--- src/rtl/secuenciador_lectura_pkg.sv ---
// Shared definitions for the read sequencer: step-code geometry, FSM
// state encoding and a helper that classifies data-read steps.
package secuenciador_lectura_pkg;

  // Width of the step code driven to the read-step decoder.
  localparam int ANCHO_PASO = 5;

  // Width of the per-step cycle timer.
  localparam int ANCHO_TMR = 8;

  // Step code shown while idle.
  localparam logic [ANCHO_PASO-1:0] PASO_REPOSO = 5'd0;

  // First step code of every sequence.
  localparam logic [ANCHO_PASO-1:0] PASO_INICIAL = 5'd1;

  // Terminal step code, shown for exactly one cycle at the end.
  localparam logic [ANCHO_PASO-1:0] PASO_FINAL = 5'd21;

  // Data-read steps are the even codes in this closed range.
  localparam logic [ANCHO_PASO-1:0] PRIMER_PASO_DATOS = 5'd2;
  localparam logic [ANCHO_PASO-1:0] ULTIMO_PASO_DATOS = 5'd20;

  // FSM state encoding; 2'b11 is unused and recovers to REPOSO.
  typedef enum logic [1:0] {
    REPOSO = 2'b00,
    PASO   = 2'b01,
    FIN    = 2'b10
  } estado_t;

  // True for the step codes whose last cycle carries a capture strobe.
  function automatic logic es_paso_datos(input logic [ANCHO_PASO-1:0] paso);
    return (paso >= PRIMER_PASO_DATOS) && (paso <= ULTIMO_PASO_DATOS) &&
           (paso[0] == 1'b0);
  endfunction

endpackage

--- src/rtl/secuenciador_lectura_temporizador_paso.sv ---
// Step timer: counts the cycles a step code has been held and flags the
// last cycle of the step. Clear has priority over enable; an out-of-range
// count wraps back to zero on the next enabled edge.
module temporizador_paso
  import secuenciador_lectura_pkg::*;
#(
  parameter int CICLOS = 10
) (
  input  logic clk,
  input  logic reset,
  input  logic i_clr,
  input  logic i_en,
  output logic o_tc
);

  localparam logic [ANCHO_TMR-1:0] TMR_ULTIMO = ANCHO_TMR'(CICLOS - 1);

  logic [ANCHO_TMR-1:0] r_tmr;

  // Cycle counter within the current step, wrapping at the terminal count.
  always_ff @(posedge clk or posedge reset) begin
    if (reset) begin
      r_tmr <= 8'd0;
    end else if (i_clr) begin
      r_tmr <= 8'd0;
    end else if (i_en) begin
      if (r_tmr >= TMR_ULTIMO) begin
        r_tmr <= 8'd0;
      end else begin
        r_tmr <= r_tmr + 8'd1;
      end
    end else begin
      r_tmr <= r_tmr;
    end
  end

  assign o_tc = (r_tmr == TMR_ULTIMO);

endmodule

--- src/rtl/secuenciador_lectura.sv ---
// Read sequencer: on a start request walks the step code 1..ULTIMO_PASO-1,
// holding each code CICLOS_PASO cycles, then shows ULTIMO_PASO for one
// cycle with a completion pulse. Capture strobes mark the last cycle of
// each even data-read step. All outputs are decoded from registered state.
module secuenciador_lectura
  import secuenciador_lectura_pkg::*;
#(
  parameter int                     CICLOS_PASO = 10,
  parameter logic [ANCHO_PASO-1:0]  ULTIMO_PASO = PASO_FINAL
) (
  input  logic                  clk,
  input  logic                  reset,
  input  logic                  inicio_L,
  input  logic                  abortar_L,
  output logic [ANCHO_PASO-1:0] ctrl_L,
  output logic                  ocupado_L,
  output logic                  cap_L,
  output logic                  listo_L
);

  estado_t               r_estado;
  logic [ANCHO_PASO-1:0] r_paso;

  logic w_fin_paso;
  logic w_paso_ilegal;
  logic w_clr_tmr;
  logic w_en_tmr;

  // A step code outside 1..ULTIMO_PASO-1 while stepping is corrupt state.
  assign w_paso_ilegal = (r_paso == PASO_REPOSO) || (r_paso >= ULTIMO_PASO);

  // The timer only runs while stepping; any exit from PASO restarts it at 0.
  assign w_en_tmr  = (r_estado == PASO);
  assign w_clr_tmr = (r_estado != PASO) || abortar_L || w_paso_ilegal;

  temporizador_paso #(
    .CICLOS (CICLOS_PASO)
  ) u_temporizador_paso (
    .clk   (clk),
    .reset (reset),
    .i_clr (w_clr_tmr),
    .i_en  (w_en_tmr),
    .o_tc  (w_fin_paso)
  );

  // Sequencer FSM and step-code register; abort beats both start and advance.
  always_ff @(posedge clk or posedge reset) begin
    if (reset) begin
      r_estado <= REPOSO;
      r_paso   <= PASO_REPOSO;
    end else begin
      case (r_estado)
        REPOSO: begin
          if (inicio_L && !abortar_L) begin
            r_estado <= PASO;
            r_paso   <= PASO_INICIAL;
          end else begin
            r_estado <= REPOSO;
            r_paso   <= PASO_REPOSO;
          end
        end
        PASO: begin
          if (abortar_L || w_paso_ilegal) begin
            r_estado <= REPOSO;
            r_paso   <= PASO_REPOSO;
          end else if (w_fin_paso) begin
            if (r_paso == (ULTIMO_PASO - 5'd1)) begin
              r_estado <= FIN;
              r_paso   <= ULTIMO_PASO;
            end else begin
              r_estado <= PASO;
              r_paso   <= r_paso + 5'd1;
            end
          end else begin
            r_estado <= PASO;
            r_paso   <= r_paso;
          end
        end
        FIN: begin
          // Single terminal cycle; abort lands in the same place.
          r_estado <= REPOSO;
          r_paso   <= PASO_REPOSO;
        end
        default: begin
          r_estado <= REPOSO;
          r_paso   <= PASO_REPOSO;
        end
      endcase
    end
  end

  // Moore output decode from the state, step and timer registers.
  assign ctrl_L    = r_paso;
  assign ocupado_L = (r_estado == PASO) || (r_estado == FIN);
  assign listo_L   = (r_estado == FIN);
  assign cap_L     = (r_estado == PASO) && w_fin_paso && es_paso_datos(r_paso);

endmodule

--- config.mk ---
export PLATFORM = sky130hd
export DESIGN_NAME = secuenciador_lectura
export DESIGN_NICKNAME = d
export VERILOG_FILES = /design/src/rtl/secuenciador_lectura_pkg.sv /design/src/rtl/secuenciador_lectura_temporizador_paso.sv /design/src/rtl/secuenciador_lectura.sv
export SDC_FILE = /design/constraint.sdc
export NUM_CORES = 1
export LEC_CHECK = 0
export ABC_AREA = 1
export CORE_MARGIN = 2
export CORE_UTILIZATION = 57
export CTS_BUF_LIST = sky130_fd_sc_hd__clkbuf_2
export DETAILED_ROUTE_END_ITERATION = 10
export PLACE_DENSITY = 0.86
export SLEW_MARGIN = 20
export SYNTH_ARGS = -nofsm -noshare
export SYNTH_HDL_FRONTEND = slang
export SYNTH_HIERARCHICAL = 1
export SYNTH_SLANG_ARGS = --single-unit
--- constraint.sdc ---
create_clock -name clk -period 2.4 [get_ports clk]
set_input_delay 0.48 -clock clk [delete_from_list [all_inputs] [get_ports clk]]
set_output_delay 0.48 -clock clk [all_outputs]
set_load 0.1 [all_outputs]
Word level (Yosys, flattened, before mapping)
Cells that the tools add are included.
{"block": "word_totals", "regBits": 15, "word_cells": 43, "input_bits": 4}
{"block": "op_classes", "add_sub_neg": 2, "muxes": 13, "reduce_logical": 14, "order_cmp": 4, "n_eq_ne": 6, "n_bitwise": 1}
{"op": "8-bit 2-to-1 mux", "n": 3}
{"op": "5-bit 2-to-1 mux", "n": 3}
{"op": "5-bit one-hot mux with 2 select lines", "n": 1}
{"op": "8-bit by 1-bit adder with 8-bit output (second input constant)", "n": 1}
{"op": "8-bit by 4-bit equality test with 1-bit output (second input constant)", "n": 1}
{"op": "8-bit by 4-bit greater-or-equal comparator with 1-bit output (second input constant)", "n": 1}
{"op": "2-bit 2-to-1 mux", "n": 3}
{"op": "5-bit by 1-bit adder with 5-bit output (second input constant)", "n": 1}
{"op": "5-bit equality test (second input constant)", "n": 1}
{"op": "5-bit by 2-bit greater-or-equal comparator with 1-bit output (second input constant)", "n": 1}
{"op": "5-bit greater-or-equal comparator (second input constant)", "n": 1}
{"op": "5-bit less-or-equal comparator (second input constant)", "n": 1}
{"op": "1-bit logical AND", "n": 5}
{"op": "5-bit logical NOT", "n": 1}
{"op": "1-bit logical OR", "n": 5}
{"op": "2-bit one-hot mux with 2 select lines", "n": 1}
{"op": "3-bit inequality test (second input constant)", "n": 1}
{"op": "2-bit by 1-bit equality test with 1-bit output (second input constant)", "n": 1}
{"op": "2-bit equality test (second input constant)", "n": 1}
{"op": "2-bit logical NOT", "n": 1}
{"op": "1-bit 2-to-1 mux", "n": 2}
{"op": "2-bit by 1-bit inequality test with 1-bit output (second input constant)", "n": 1}
{"op": "2-bit nonzero test", "n": 1}
{"op": "1-bit logical NOT", "n": 1}
{"op": "1-bit NOT", "n": 1}

Logic depth before layout (Yosys ltp)
Gate-level depths: netlist (run 1).
{"block": "depth", "depth_word": 5, "ltp_mapped": 14, "depth_no_buf": 14}

By module
The synthesis (run 1) kept the hierarchy.
{"mod": "secuenciador_lectura", "area_per_inst_um2": 581.8, "n_inst": 1, "seq_area_each_um2": 175.2, "cells_each": 74}
{"mod": "temporizador_paso", "area_per_inst_um2": 461.7, "n_inst": 1, "seq_area_each_um2": 200.2, "cells_each": 56}

Worst setup path after synthesis (run 1)
OpenSTA, ideal clock, no wires.
{"block": "synth_timing", "kind": "reg2out", "startpoint": "register u_temporizador_paso.r_tmr[1]", "endpoint": "output cap_L", "t_arrival_ns": 3.018, "required_ns": 1.920, "setup_slack_ns": -1.098, "stages_incl_launch_ff": 7, "n_path_buf": 0, "path_cell_list": "dfrtp_1 -> inv_1 -> ha_1 -> nand2_1 -> nor4_1 -> nand4_1 -> a21oi_1"}
{"block": "synth_via", "elab_chain_len": 3}
{"element": "start, declared", "line_no": "secuenciador_lectura_temporizador_paso.sv:18", "rtl": "logic [ANCHO_TMR-1:0] r_tmr;"}
{"element": "start signal, assigned", "line_no": "secuenciador_lectura_temporizador_paso.sv:30", "rtl": "r_tmr <= r_tmr + 8'd1;"}
{"element": "start signal, assigned", "line_no": "secuenciador_lectura_temporizador_paso.sv:33", "rtl": "r_tmr <= r_tmr;"}
{"element": "8-bit by 4-bit equality test with 1-bit output", "line_no": "secuenciador_lectura_temporizador_paso.sv:37", "rtl": "assign o_tc = (r_tmr == TMR_ULTIMO);"}
{"element": "net w_fin_paso", "line_no": "secuenciador_lectura.sv:24", "rtl": "logic w_fin_paso;"}
{"element": "1-bit logical AND (2 in a row)", "line_no": "secuenciador_lectura.sv:96", "rtl": "assign cap_L = (r_estado == PASO) && w_fin_paso && es_paso_datos(r_paso);"}
{"element": "end, declared", "line_no": "secuenciador_lectura.sv:17", "rtl": "output logic cap_L,"}
The timed path passes the listed nets, and every way through them passes these cells.

Worst setup path after layout (run 1)
Ends and elaborated chain as after synthesis.

==> impl_results.html, run 1 <==
<table>
<tr><th>Metric</th><th>Value</th></tr>
<tr><th colspan="2">Die</th></tr>
<tr><td>Total die area</td><td>2190 sq um</td></tr>
<tr><td>Row count</td><td>15</td></tr>
<tr><td>Top-level I/O count</td><td>12</td></tr>
<tr><td>Die Y-Extent</td><td>46.8 um</td></tr>
<tr><td>Die width</td><td>46.8 um</td></tr>
<tr><td>Initial Utilization</td><td>0.604</td></tr>
<tr><td>Std-Cell Core Area</td><td>1730 sq um</td></tr>
<tr><th colspan="2">Setup path</th></tr>
<tr><td>Peak fanout along the critical path</td><td>4</td></tr>
<tr><td>Required time at the worst-slack endpoint</td><td>1.92 ns</td></tr>
<tr><td>Type of the worst setup path</td><td>flip-flop to output port</td></tr>
<tr><td>Critical Path Sink Type</td><td>output port</td></tr>
<tr><td>Arrival time of the worst setup path</td><td>1.75 ns</td></tr>
<tr><td>Worst Setup Start Kind</td><td>flip-flop</td></tr>
<tr><th colspan="2">Route</th></tr>
<tr><td>Wirelength, routed</td><td>2020 um</td></tr>
<tr><td>Number of routed nets with antenna violations</td><td>0</td></tr>
<tr><td>Number of detailed-route iterations in the first pass</td><td>4</td></tr>
<tr><td>Drt via density</td><td>4.97</td></tr>
<tr><td>Drt first-iter violations</td><td>18</td></tr>
<tr><td>Routed wire length per instance</td><td>11.7 um</td></tr>
<tr><td>Total vias in the final route</td><td>860</td></tr>
<tr><td>DRC errors left</td><td>0</td></tr>
<tr><th colspan="2">Finish</th></tr>
<tr><td>Area of all placed cells without fillers</td><td>1250 sq um</td></tr>
<tr><td>Count of fill cells added during filler insertion</td><td>133</td></tr>
<tr><td>Inserted Diodes</td><td>0</td></tr>
<tr><td>FF+latch area</td><td>380 sq um</td></tr>
<tr><td>Post-synthesis to final-layout area growth</td><td>19.9%</td></tr>
<tr><td>Fraction of final layout cells with drive strength greater than 1</td><td>0.324</td></tr>
<tr><td>Final Net Count</td><td>162</td></tr>
<tr><td>Multi-input combinational cell area</td><td>596 sq um</td></tr>
<tr><th colspan="2">Power</th></tr>
<tr><td>Sequential power share</td><td>0.584</td></tr>
<tr><td>Peak ir drop on the vdd network</td><td>0.340 mV</td></tr>
<tr><td>Proportion of power drawn by the clock network</td><td>0.273</td></tr>
<tr><td>Internal power</td><td>0.317 mW</td></tr>
<tr><td>Leak pwr</td><td>0.603 nW</td></tr>
<tr><td>Net switching power figure</td><td>0.126 mW</td></tr>
<tr><td>Power per unit of standard cell area</td><td>354 nW/um^2</td></tr>
<tr><td>Logic gate share of total power</td><td>0.143</td></tr>
<tr><td>Net switching share of the total power</td><td>0.285</td></tr>
<tr><th colspan="2">Yosys</th></tr>
<tr><td>Sequential element share of the synthesized area</td><td>0.360</td></tr>
<tr><td>Library cell occupying the most area in the post-synthesis netlist</td><td>dfrtp_1</td></tr>
<tr><td>Yosys warnings</td><td>6</td></tr>
<tr><td>Register bit count reported by yosys</td><td>15</td></tr>
<tr><td>Area share of the largest cell type after synthesis</td><td>0.360</td></tr>
<tr><td>Syn nets</td><td>143</td></tr>
<tr><td>Syn_area_per_cell</td><td>8.03 sq um</td></tr>
<tr><td>Post-synthesis cell area</td><td>1040 sq um</td></tr>
<tr><td>Area contributors post-synth</td><td>dfrtp_1 36%, ha_1 11%, nand2_1 9.4%, inv_1 6.5%, nand3_1 5.3%</td></tr>
<tr><td>Gate Count Post-Synth</td><td>130</td></tr>
<tr><td>Count of cell types in the netlist</td><td>21</td></tr>
<tr><th colspan="2">Timing</th></tr>
<tr><td>Transition at the pin with the smallest max-transition slack</td><td>0.356 ns</td></tr>
<tr><td>Smallest hold slack</td><td>0.433 ns</td></tr>
<tr><td>Number of slew-limit violations in the final report</td><td>0</td></tr>
<tr><td>RSZ-0062 raised after global routing</td><td>false</td></tr>
<tr><td># setup viols final</td><td>0</td></tr>
<tr><td>Total count of hold-check failures in the final report</td><td>0</td></tr>
<tr><td>Worst slew margin relative to its limit</td><td>0.763</td></tr>
<tr><td>Clk_skew</td><td>0.0149 ns</td></tr>
<tr><td>Final worst path period share</td><td>0.928</td></tr>
<tr><td>Final TNS setup</td><td>0 ns</td></tr>
<tr><td>Fmax</td><td>449 MHz</td></tr>
<tr><td>Period minus WS final</td><td>2.23 ns</td></tr>
<tr><th colspan="2">Placement</th></tr>
<tr><td>Half-perimeter wire length after placement</td><td>1620 um</td></tr>
<tr><td>Buffers on Ports</td><td>11</td></tr>
<tr><td>Placed Instance Area</td><td>1220 sq um</td></tr>
<tr><td>Routability congestion estimate from global placement</td><td>0.840</td></tr>
<tr><th colspan="2">CTS</th></tr>
<tr><td>Clock Path Buffers</td><td>2</td></tr>
<tr><td>Total clock buffers created by CTS</td><td>3</td></tr>
<tr><td>Count of clock tree sinks</td><td>15</td></tr>
<tr><td>Clock transition at path regs</td><td>0.15 ns</td></tr>
<tr><td>Skew-Pair Late Insertion Delay</td><td>0.28 ns</td></tr>
<tr><td>Root buffer cell</td><td>clkbuf_2</td></tr>
<tr><td>H-tree level count</td><td>1</td></tr>
<tr><td>Clock tree from TritonCTS</td><td>done</td></tr>
<tr><th colspan="2">GRT</th></tr>
<tr><td>Maximum number of pins on one net before global-route repair</td><td>10</td></tr>
<tr><td>GRT overflow</td><td>0</td></tr>
<tr><td>Wire length of the first global-routing pass</td><td>3370 um</td></tr>
<tr><td>Initial antenna violation count</td><td>0</td></tr>
<tr><td>GR Util All Layers</td><td>0.222</td></tr>
<tr><td>Vias in the first global route</td><td>833</td></tr>
<tr><th colspan="2">Flow run</th></tr>
<tr><td>Max cap viols</td><td>0</td></tr>
<tr><th colspan="2">Run status</th></tr>
<tr><td>Result of the run</td><td>completed</td></tr>
<tr><th colspan="2">Min path</th></tr>
<tr><td>Worst hold path type</td><td>input pin to async pin</td></tr>
</table>
==> cells in the final DEF, fill, tap and decap left out <==
master	instances
nor2_1	10
xor2_1	3
and2_2	1
nor4_4	1
a22oi_1	1
buf_12	1
a21oi_2	3
nand2_1	26
nand2_2	2
nor2_2	6
nor2_4	4
nand3_2	3
dfrtp_2	4
nand3_1	11
inv_6	1
inv_2	6
a21oi_4	1
clkbuf_2	4
nand2_4	1
buf_4	10
nand4_1	7
ha_1	9
dfrtp_1	11
o21bai_1	1
inv_1	18
clkdlybuf4s50_1	3
==> layer usage <==
layer / global-route usage / vias up / share of wire
li1: - / 446 / -
met1: 0.246 / 399 / 0.45
met2: 0.403 / 13 / 0.52
met3: 0.0308 / 2 / 0.020
met4: 0.128 / 0 / 0.0045
met5: 0 / - / 0
==> repair_timing <==
action                                 4_1_cts  5_1_grt
setup endpoints to repair                    0        1
hold buffers                                 0        0
endpoints found under the hold margin        0        0
gates resized for setup                      0        0
setup buffers                                0        2
==> metrics by stage <==
step / worst slack [ns] / total power, mW / utilization / std cells
floorplan: 0.0513 / 0.312 / - / 130
global placement: 0.420 / 0.325 / 0.704 / 167
detailed placement: 0.357 / 0.327 / 0.704 / 167
CTS: 0.0342 / 0.443 / 0.716 / 171
global route: 0.00976 / 0.463 / 0.725 / 173
finish: 0.173 / 0.443 / 0.725 / 173
==> worst max-delay path, stage by stage, from the launching register on <==
cell     delay [ns]
dfrtp_1        0.43
inv_1          0.09
ha_1           0.15
nand2_1        0.11
nor4_4         0.18
nand4_1        0.17
a21oi_4        0.17
buf_12         0.19
==> cell families after synthesis <==
family	synth area share
fa+ha+maj	0.108
buf+inv	0.0947
flops	0.360
compound gates	0.0444
simple gates	0.368
xor+xnor	0.0252
==> cells in the mapped netlist (all sizes together) <==
master and instances:
nor2 20, o21bai 1, dfrtp 15, nand4 7, nor4 1, inv 25, a21oi 4, and2 1
ha 9, nand2 29, nand3 14, a22oi 1, xor2 3
==> sequential cells by signal, summed over array words and instances, names as in the netlist <==
name and cells:
u_temporizador_paso/r_tmr 8, r_estado 2, ctrl_L 5
==> final timing paths <==
check                                              from                           end  slack [ns]  cells after the start
max                        u_temporizador_paso/r_tmr[1]                         cap_L        0.17                      7
min                                               reset                   r_estado[0]        0.43                      2
max reg2reg                                 r_estado[1]  u_temporizador_paso/r_tmr[2]        0.55                     11
min reg2reg                u_temporizador_paso/r_tmr[6]  u_temporizador_paso/r_tmr[6]        0.50                      2
max in group asynchronous                         reset  u_temporizador_paso/r_tmr[1]        1.71                      2
min in group clk           u_temporizador_paso/r_tmr[6]  u_temporizador_paso/r_tmr[6]        0.50                      2
==> power by group through the flow <==
stage | clock, mW | combinational, mW | sequential (mW)
finish | 0.121 | 0.0631 | 0.259
global route | 0.135 | 0.0692 | 0.259
CTS | 0.121 | 0.0638 | 0.259
detailed placement | 0 | 0.0637 | 0.263
global placement | 0 | 0.0618 | 0.263
floorplan | 0 | 0.0398 | 0.272
==> final cells by class <==
class	instances	area share
Tap cell	25	0.0250
Inverter	25	0.0790
Multi-Input combinational cell	90	0.476
Sequential cell	15	0.304
Timing Repair Buffer	14	0.100
Clock buffer	4	0.0160
Power figures use the tool's default switching activity.
==> run 2, diff against run 1 <==
HOLD_SLACK_MARGIN = 0.06   (was not set)
==> results of run 2 <==
Same layout as run 1: the final DEF is identical, and so are final timing and power.
